<file path="config.mk">
export PLATFORM = sky130hd
export DESIGN_NAME = rgb_fade_sequencer_flat
export DESIGN_NICKNAME = d
export VERILOG_FILES = /design/src/rtl/rgb_seq_pkg.sv /design/src/rtl/rgb_fade_sequencer_if.sv /design/src/rtl/rgb_fade_sequencer_tick_prescaler.sv /design/src/rtl/rgb_fade_sequencer.sv /design/src/flat_wrapper.sv
export SDC_FILE = /design/constraint.sdc
export NUM_CORES = 1
export LEC_CHECK = 0
export CORE_MARGIN = 2
export CORE_UTILIZATION = 54
export DETAILED_ROUTE_END_ITERATION = 6
export PLACE_DENSITY = 0.77
export SLEW_MARGIN = 10
export SYNTH_ARGS = -nofsm -noshare
export SYNTH_HDL_FRONTEND = slang
export SYNTH_HIERARCHICAL = 1
export SYNTH_SLANG_ARGS = --single-unit
export TNS_END_PERCENT = 10
</file>
<file path="constraint.sdc">
create_clock -name clk -period 3.9 [get_ports clk]
set_input_delay 0.78 -clock clk [delete_from_list [all_inputs] [get_ports clk]]
set_output_delay 0.78 -clock clk [all_outputs]
set_load 0.02 [all_outputs]
</file>
<file path="src/rtl/rgb_seq_pkg.sv">
// rgb_seq_pkg: shared state/colour types, default palette and the one-unit channel step
package rgb_seq_pkg;
    typedef enum logic {RAMP, HOLD} state_t;
    typedef struct packed {
        logic [7:0] r;
        logic [7:0] g;
        logic [7:0] b;
    } rgb_t;
    localparam rgb_t PAL0 = 24'hFF0000;
    localparam rgb_t PAL1 = 24'h00FF00;
    localparam rgb_t PAL2 = 24'h0000FF;
    localparam rgb_t PAL3 = 24'hFFFFFF;
    function automatic logic [7:0] step8(input logic [7:0] c, input logic [7:0] t);
        return c < t ? c + 8'd1 : c > t ? c - 8'd1 : c;
    endfunction
    function automatic rgb_t step_toward(input rgb_t c, input rgb_t t);
        return '{r: step8(c.r, t.r), g: step8(c.g, t.g), b: step8(c.b, t.b)};
    endfunction
endpackage

</file>
<file path="src/rtl/rgb_fade_sequencer_if.sv">
// rgb_fade_sequencer_if: control, palette-write and PWM duty signals of the sequencer
interface rgb_fade_sequencer_if;
    logic en;
    logic next_btn;
    logic wr_en;
    logic [1:0] wr_addr;
    logic [23:0] wr_data;
    logic [7:0] R;
    logic [7:0] G;
    logic [7:0] B;
    logic [1:0] idx;
    logic holding;
    modport master(output en, next_btn, wr_en, wr_addr, wr_data, input R, G, B, idx, holding);
    modport slave(input en, next_btn, wr_en, wr_addr, wr_data, output R, G, B, idx, holding);
endinterface

</file>
<file path="src/rtl/rgb_fade_sequencer_tick_prescaler.sv">
// tick_prescaler: one-cycle tick every DIV enabled cycles; count freezes while en is low
module tick_prescaler #(
    parameter int DIV = 65536
) (
    input  logic clk,
    input  logic rst,
    input  logic en,
    output logic tick
);
    localparam int W = DIV > 1 ? $clog2(DIV) : 1;
    localparam logic [W-1:0] LAST = W'(DIV - 1);
    logic [W-1:0] cnt_q, cnt_d;
    always_comb begin
        tick = en && cnt_q == LAST;
        cnt_d = tick ? '0 : en ? cnt_q + W'(1) : cnt_q;
    end
    always_ff @(posedge clk or posedge rst)
        if (rst) cnt_q <= '0;
        else cnt_q <= cnt_d;
endmodule

</file>
<file path="src/rtl/rgb_fade_sequencer.sv">
// rgb_fade_sequencer: ramps the RGB PWM duties through a writable 4-entry palette with hold and skip
module rgb_fade_sequencer
    import rgb_seq_pkg::*;
#(
    parameter int TICK_DIV = 65536,
    parameter int HOLD_TICKS = 256
) (
    input logic clk,
    input logic rst,
    rgb_fade_sequencer_if.slave bus
);
    localparam int HW = HOLD_TICKS > 1 ? $clog2(HOLD_TICKS) : 1;
    localparam logic [HW-1:0] HLAST = HW'(HOLD_TICKS - 1);
    rgb_t pal_q [4];
    rgb_t pal_d [4];
    rgb_t col_q, col_d, nxt, tgt;
    state_t st_q, st_d;
    logic [1:0] idx_q, idx_d;
    logic [HW-1:0] hold_cnt_q, hold_cnt_d;
    logic btn_q, btn_d, press, tick;
    tick_prescaler #(.DIV(TICK_DIV)) u_pre (.clk(clk), .rst(rst), .en(bus.en), .tick(tick));
    always_comb begin
        pal_d = pal_q;
        if (bus.wr_en) pal_d[bus.wr_addr] = bus.wr_data;
        btn_d = bus.next_btn;
        press = bus.en && bus.next_btn && !btn_q;
        tgt = pal_q[idx_q];
        nxt = step_toward(col_q, tgt);
        col_d = col_q;
        st_d = st_q;
        idx_d = idx_q;
        hold_cnt_d = hold_cnt_q;
        // a button edge wins over a coincident tick: advance once, no channel step
        if (press) begin
            idx_d = idx_q + 2'd1;
            st_d = RAMP;
            hold_cnt_d = '0;
        end else if (tick && st_q == RAMP) begin
            col_d = nxt;
            if (nxt == tgt) begin
                st_d = HOLD;
                hold_cnt_d = '0;
            end
        end else if (tick) begin
            hold_cnt_d = hold_cnt_q + HW'(1);
            if (hold_cnt_q == HLAST) begin
                idx_d = idx_q + 2'd1;
                st_d = RAMP;
                hold_cnt_d = '0;
            end
        end
    end
    always_ff @(posedge clk or posedge rst)
        if (rst) begin
            pal_q <= '{PAL0, PAL1, PAL2, PAL3};
            col_q <= '0;
            st_q <= RAMP;
            idx_q <= '0;
            hold_cnt_q <= '0;
            btn_q <= 1'b0;
        end else begin
            pal_q <= pal_d;
            col_q <= col_d;
            st_q <= st_d;
            idx_q <= idx_d;
            hold_cnt_q <= hold_cnt_d;
            btn_q <= btn_d;
        end
    assign bus.R = col_q.r;
    assign bus.G = col_q.g;
    assign bus.B = col_q.b;
    assign bus.idx = idx_q;
    assign bus.holding = st_q == HOLD;
endmodule

</file>
<file path="src/flat_wrapper.sv">
// flat-port wrapper written by rule: the top's interface ports become plain ports
module rgb_fade_sequencer_flat import rgb_seq_pkg::*;
#(
    parameter int TICK_DIV = 65536,
    parameter int HOLD_TICKS = 256
)
  (clk, rst, bus_en, bus_next_btn, bus_wr_en, bus_wr_addr, bus_wr_data, bus_R, bus_G, bus_B, bus_idx, bus_holding);
  rgb_fade_sequencer_if bus_i ();
  input logic clk;
  input logic rst;
  input wire logic [$bits(bus_i.en)-1:0] bus_en;
  input wire logic [$bits(bus_i.next_btn)-1:0] bus_next_btn;
  input wire logic [$bits(bus_i.wr_en)-1:0] bus_wr_en;
  input wire logic [$bits(bus_i.wr_addr)-1:0] bus_wr_addr;
  input wire logic [$bits(bus_i.wr_data)-1:0] bus_wr_data;
  output wire logic [$bits(bus_i.R)-1:0] bus_R;
  output wire logic [$bits(bus_i.G)-1:0] bus_G;
  output wire logic [$bits(bus_i.B)-1:0] bus_B;
  output wire logic [$bits(bus_i.idx)-1:0] bus_idx;
  output wire logic [$bits(bus_i.holding)-1:0] bus_holding;
  assign bus_i.en = bus_en;
  assign bus_i.next_btn = bus_next_btn;
  assign bus_i.wr_en = bus_wr_en;
  assign bus_i.wr_addr = bus_wr_addr;
  assign bus_i.wr_data = bus_wr_data;
  assign bus_R = bus_i.R;
  assign bus_G = bus_i.G;
  assign bus_B = bus_i.B;
  assign bus_idx = bus_i.idx;
  assign bus_holding = bus_i.holding;
  rgb_fade_sequencer #(.TICK_DIV(TICK_DIV), .HOLD_TICKS(HOLD_TICKS)) u_core (.clk(clk), .rst(rst), .bus(bus_i));
endmodule
</file>
### Yosys cells after proc, flatten, opt, wreduce, memory -nomap -nowiden

Cells that the tools add are included.

| word-level totals | value |
|---|---|
| register bits | 148 |
| input bits | 31 |
| output and inout port bits | 27 |
| word-level logic and storage cells | 90 |

| operators by class | value |
|---|---|
| add/sub/neg operators | 9 |
| $lt $le $gt $ge | 9 |
| equality and inequality tests | 5 |
| mux-type cells | 28 |
| bitwise gates (word level) | 4 |
| reductions and logical operators | 15 |

Operator list:

| operator | count |
|---|---|
| 96-bit bitwise mux | 1 |
| 8-bit 2-to-1 mux | 11 |
| 24-bit 2-to-1 mux | 3 |
| 24-bit binary-select mux with 2-bit select | 1 |
| 24-bit demux with 2-bit select | 1 |
| 8-bit by 1-bit adder with 8-bit output, second input constant | 4 |
| 16-bit 2-to-1 mux | 2 |
| 24-bit == test | 1 |
| 8-bit > comparator | 3 |
| 8-bit less-than comparator | 3 |
| 8-bit by 1-bit subtractor with 8-bit output, second input constant | 3 |
| 16-bit by 1-bit adder with 16-bit output, second input constant | 1 |
| 16-bit == test, second input constant | 1 |
| 8-bit == test, second input constant | 1 |
| 2-bit 2-to-1 mux | 4 |
| 3-bit >= comparator, second input constant | 2 |
| 2-bit NOT with 3-bit output | 2 |
| 3-bit AND reduction | 2 |
| 2-bit nonzero test | 3 |
| 3-bit nonzero test | 2 |
| 1-bit logical AND | 5 |
| 1-bit 2-to-1 mux | 5 |
| 2-bit AND reduction | 2 |
| 3-bit by 1-bit less-than comparator with 1-bit output, second input constant | 1 |
| 5 further kinds | 6 |

### Logic depth before layout (Yosys ltp)

| logic depth | value |
|---|---|
| word-level depth | 11 |
| gate-level depth with buffers | 17 |
| gate-level depth less buffers | 14 |

### Modules after synthesis

The synthesis kept the hierarchy.

By module, submodules not included:

| module | instances | cells an instance | area an instance (um2) | sequential area each (um2) |
|---|---|---|---|---|
| rgb_fade_sequencer | 1 | 701 | 7840.0 | 3363.2 |
| tick_prescaler | 1 | 73 | 784.5 | 400.4 |

### Worst setup path after synthesis

OpenSTA, ideal clock, no wires.

| timing | value |
|---|---|
| path kind | reg-to-reg |
| from | register u_core.idx_q[1] (netlist: u_core/bus.idx[1]) |
| to | register u_core.hold_cnt_q[1] |
| library setup time | 0.146 ns |
| arrival | 3.551 ns |
| required time | 3.754 ns |
| setup slack | 0.203 ns |
| cell stages (with the launch flop) | 17 |
| path buffers | 2 |
| period minus slack after synthesis | 3.697 ns |
| cell sequence | dfrtp_1 > buf_2 > buf_2 > mux2i_1 > nand2_1 > o21ai_0 > ha_1 > nor2b_1 > o211ai_1 > a21o_1 > a21oi_1 > or3_1 > a211o_1 > nor4_1 > nand4_1 > nand2b_1 > a211oi_1 |

| on the way | value |
|---|---|
| cells in the longest elaborated chain, start to end | 10 |
| elaborated cells on any way between the ends | 19 |
| classes of those cells | 6 x order compare; 2 x eq/ne; 9 x mux; 1 x bitwise; 1 x reduce/logical |

Ends and longest elaborated chain:

| element | line | source |
|---|---|---|
| start: declaration | rgb_fade_sequencer.sv:18 | `logic [1:0] idx_q, idx_d;` |
| start signal: assignment | rgb_fade_sequencer.sv:65 | `idx_q <= idx_d;` |
| 2-bit NOT with 3-bit output (not written as such) (*) | rgb_fade_sequencer.sv:27 | `tgt = pal_q[idx_q];` |
| 24-bit binary-select mux with 2-bit select (*) | rgb_fade_sequencer.sv:27 |  |
| 24-bit 2-to-1 mux (not written as such) (*) (2 in series) | rgb_fade_sequencer.sv:27 |  |
| 8-bit > comparator | rgb_seq_pkg.sv:14 | `return c < t ? c + 8'd1 : c > t ? c - 8'd1 : c;` |
| 8-bit 2-to-1 mux (2 in series) | rgb_seq_pkg.sv:14 |  |
| 24-bit == test (*) | rgb_fade_sequencer.sv:40 | `if (nxt == tgt) begin` |
| 3-bit by 2-bit != test with 1-bit output (no source line) (*) | n/a |  |
| 2-bit AND reduction (no source line) (*) | n/a |  |
| end signal: assignment | rgb_fade_sequencer.sv:66 | `hold_cnt_q <= hold_cnt_d;` |
| end: declaration | rgb_fade_sequencer.sv:19 | `logic [HW-1:0] hold_cnt_q, hold_cnt_d;` |

Every way passes the cells marked *; elsewhere a longest branch is shown, timed or not. The select of a mux whose other input is x is not followed.
A chain may end at the register's enable or synchronous reset.

### Final worst setup path

| timing | value |
|---|---|
| from | register u_core.idx_q[0] (netlist: u_core/bus.idx[0]) |
| to | register u_core.hold_cnt_q[6] |

Same word-level chain as after synthesis.

==> insert_results.sql <==
INSERT INTO impl_metrics (metric_group, metric, value, unit) VALUES
('cells_and_area', 'layout_commonest_cell', 'sky130_fd_sc_hd__mux2_2', ''),
('critical_path', 'critPathKind', 'flop to flop', ''),
('placement', 'place.gp.congestion', '1.01', ''),
('critical_path', 'timing.critical_path.from_type', 'flop', ''),
('critical_path', 'worst_setup_path_end_kind', 'flop', ''),
('timing', 'worst_slew_margin_rel', '40.5', '%'),
('critical_path', 'critical_path_arrival', '4180', 'ps'),
('global_routing', 'grt_start_max_net_pins', '80', ''),
('cells_and_area', 'stdcell_count', '1103', ''),
('global_routing', 'first_global_vias', '6854', ''),
('critical_path', 'critPathMaxStageDelay', '520', 'ps'),
('drt', 'dr.first_iter.drc_count', '676', ''),
('floorplanning', 'core', '15800', 'um^2'),
('global_routing', 'globalRouteOverflowTotal', '0', ''),
('drt', 'drt_first_pass_iters', '5', ''),
('power_and_ir_drop', 'p_leak', '0.00447', 'uW'),
('cells_and_area', 'insertedDiodeCount', '0', ''),
('placement', 'portBuffers', '57', ''),
('cells_and_area', 'final_nets', '937', ''),
('min_path', 'holdPathStages', '1', ''),
('floorplanning', 'die_x', '130', 'um'),
('drt', 'route.detailed.vias_per_inst', '6.19', ''),
('clock_tree', 'cts_buffer_count', '17', ''),
('critical_path', 'worst_ep_required_time', '4230', 'ps'),
('clock_tree', 'cts_tree', 'done', ''),
('floorplanning', 'die_area', '17000', 'um^2'),
('yosys', 'postSynth.topFlopCell', 'sky130_fd_sc_hd__dfrtp_1', ''),
('timing', 'finalMaxSlewViolations', '0', ''),
('placement', 'place_inst', '1053', ''),
('yosys', 'async_flop_share', '100', '%'),
('cells_and_area', 'n_fill_cell', '1159', ''),
('timing', 'clock.fmax', '260', 'MHz'),
('yosys', 'synth-seq-cells', '148', ''),
('critical_path', 'critical_path.slowest_cell', 'sky130_fd_sc_hd__mux4_2', ''),
('yosys', 'synth_top_cell_by_area', 'sky130_fd_sc_hd__dfrtp_1', ''),
('drt', 'post_drt_wl_per_cell', '20.6', 'um'),
('yosys', 'synth.net_count', '837', ''),
('yosys', 'synth_cell_area', '8620', 'um^2'),
('drt', 'drt.antenna.violating_nets', '0', ''),
('cells_and_area', 'area_delta_synth_final', '22.6', '%'),
('power_and_ir_drop', 'cellPowerDensity', '578', 'nW/um^2'),
('yosys', 'ys_types', '70', ''),
('yosys', 'seq_area_frac_synth', '43.6', '%'),
('yosys', 'post-synth-top-area-fraction', '29.0', '%'),
('global_routing', 'grt_pass1_wl', '35400', 'um'),
('placement', 'hpwlAfterDp', '15900', 'um'),
('yosys', 'synth_top_area_cells', 'sky130_fd_sc_hd__dfrtp_1 (29%), sky130_fd_sc_hd__dfstp_2 (15%), sky130_fd_sc_hd__mux2_2 (13%), sky130_fd_sc_hd__mux4_2 (5.0%), sky130_fd_sc_hd__ha_1 (4.6%)', ''),
('timing', 'period_minus_slack', '3850', 'ps'),
('critical_path', 'path_cells', 'clkbuf_16 > mux4_2 > inv_1 > ha_1 > a21oi_1 > a21boi_4 > buf_6 > or3_1 > and4_1 > o211ai_1 > nor3_1 > nand4_1 > nand2b_1 > a211oi_1', ''),
('floorplanning', 'std_cell_rows', '46', ''),
('timing', 'worst_slew_pin_slew', '888', 'ps'),
('yosys', 'number_of_enable_type_register_cells_in_the_synthesized_netlist', '0', ''),
('yosys', 'post_synth_inst_count', '774', ''),
('timing', 'grt_setup_unrepaired', 'true', ''),
('power_and_ir_drop', 'peakVddDrop', '481', 'uV'),
('clock_tree', 'ctsLongestPathBuffers', '2', ''),
('clock_tree', 'cts_max_level', '4', ''),
('critical_path', 'rr_worst_depth', '14', ''),
('global_routing', 'grt.total_usage', '27.1', '%'),
('clock_tree', 'tritoncts_num_sinks', '148', ''),
('clock_tree', 'clockRootBuffer', 'sky130_fd_sc_hd__clkbuf_16', ''),
('clock_tree', 'clk_transition_reported_paths', '60', 'ps'),
('floorplanning', 'height_of_the_die', '130', 'um'),
('floorplanning', 'start_util', '54.7', '%'),
('status', 'status', 'completed', ''),
('timing', 'finalHoldViolations', '0', ''),
('timing', 'finalSetupTns', '0', 'ps'),
('cells_and_area', 'drive_gt1_share', '34.0', '%'),
('cells_and_area', 'fin_util', '67.1', '%'),
('drt', 'num_vias', '6825', ''),
('timing', 'hold_slack', '475', 'ps');
worst paths after layout:
check,slack (ps),to,startpoint
min in group asynchronous,790,u_core/pal_q[64]$_DFFE_PP0P_,rst
setup reg to reg,50,u_core/hold_cnt_q[6]$_DFFE_PP0P_,u_core/bus.idx[0]$_DFFE_PP0P_
max in group asynchronous,2280,u_core/bus.G[3]$_DFFE_PP0P_,rst
setup / recovery,50,u_core/hold_cnt_q[6]$_DFFE_PP0P_,u_core/bus.idx[0]$_DFFE_PP0P_
hold / removal,470,u_core/u_pre/cnt_q[10]$_DFFE_PP0P_,u_core/u_pre/cnt_q[10]$_DFFE_PP0P_
hold reg to reg,470,u_core/u_pre/cnt_q[10]$_DFFE_PP0P_,u_core/u_pre/cnt_q[10]$_DFFE_PP0P_
synth_stat cells, types with 3 or more instances:
cell type / n
sky130_fd_sc_hd__mux2i_1: 10
sky130_fd_sc_hd__nand3_1: 25
sky130_fd_sc_hd__and3_1: 12
sky130_fd_sc_hd__a21oi_1: 34
sky130_fd_sc_hd__mux2_2: 102
sky130_fd_sc_hd__nand2_1: 38
sky130_fd_sc_hd__a32oi_1: 3
sky130_fd_sc_hd__o21ai_0: 21
sky130_fd_sc_hd__o21a_1: 8
sky130_fd_sc_hd__nand2b_1: 5
sky130_fd_sc_hd__nor3_1: 19
sky130_fd_sc_hd__xnor2_1: 41
sky130_fd_sc_hd__and4_1: 5
sky130_fd_sc_hd__a211oi_1: 4
sky130_fd_sc_hd__or3_1: 13
sky130_fd_sc_hd__o211ai_1: 15
sky130_fd_sc_hd__a31o_2: 3
sky130_fd_sc_hd__buf_2: 4
sky130_fd_sc_hd__o31ai_1: 4
sky130_fd_sc_hd__nand3b_1: 3
sky130_fd_sc_hd__dfrtp_1: 100
sky130_fd_sc_hd__inv_1: 34
sky130_fd_sc_hd__o2111ai_1: 3
sky130_fd_sc_hd__clkbuf_1: 23
sky130_fd_sc_hd__a31oi_1: 12
sky130_fd_sc_hd__mux4_2: 19
sky130_fd_sc_hd__nor2b_1: 5
sky130_fd_sc_hd__o21ai_1: 6
sky130_fd_sc_hd__nand4_1: 15
sky130_fd_sc_hd__nor4_1: 7
sky130_fd_sc_hd__xor2_1: 18
sky130_fd_sc_hd__dfstp_2: 48
sky130_fd_sc_hd__ha_1: 32
sky130_fd_sc_hd__nor2_1: 39
cell type report:
class,count,area [um^2],share of cell area (%)
sequential,148,3760,35.6
timing repair buffer,113,1060,10.0
clock inverter,14,159,1.50
multi-input combinational,560,4760,45.0
tap,216,270,2.56
clock buffer,18,429,4.06
inverter,34,131,1.24
power breakdown:
part	switching [uW]	internal [uW]
Clock	732	911
Sequential	149	1830
Combinational	1290	1200
kinds of logic after synthesis:
kind of cell / share of synthesized area [%]
AND/OR/NAND/NOR: 12.3
flip-flops: 43.6
AO/OA/AOI/OAI: 10.4
multiplexers: 19.4
buffers and inverters: 3.19
XOR/XNOR: 6.37
adder cells (fa/ha/maj): 4.64
layer usage:
| metal | vias to the layer above | GRT usage, % | routed length (um) | share of wire (%) |
|---|---|---|---|---|
| met2 | 236 | 43.9 | 11100 | 49 |
| li1 | 3074 | - | - | - |
| met5 | - | 0 | 0 | 0 |
| met4 | 0 | 11.2 | 636 | 2.8 |
| met3 | 47 | 5.42 | 1100 | 4.9 |
| met1 | 3468 | 36.1 | 9810 | 43 |
sequential cells by signal, indices dropped and copies added, names as in the netlist:
signal,flops
u_core/btn_q,1
u_core/bus.B,8
u_core/bus.G,8
u_core/bus.R,8
u_core/bus.holding,1
u_core/bus.idx,2
u_core/hold_cnt_q,8
u_core/pal_q,96
u_core/u_pre/cnt_q,16
worst max-delay path, delay by kind of cell (launching register included):
kind	cells	cell delay, ps
AND/OR/NAND/NOR	5	1030
multiplexers	1	520
buffers and inverters	3	410
flip-flops	1	440
AO/OA/AOI/OAI	4	1080
adder cells (fa/ha/maj)	1	260
stage by stage:
stage	total power, uW	cell area [um^2]
after floorplan	3510	8630
after global placement	4040	9640
after detailed placement	4140	9640
after CTS	5810	10200
after global routing	6410	10600
final	6110	10600
repair_timing:
item	CTS	global route
hold endpoints to repair	0	0
endpoints found under the setup margin	8	9
buffers inserted	0	16
gates cloned	0	2
pin swaps	0	14
gates resized for setup	3	43
Note: power is estimated with default switching activity, not from simulation.
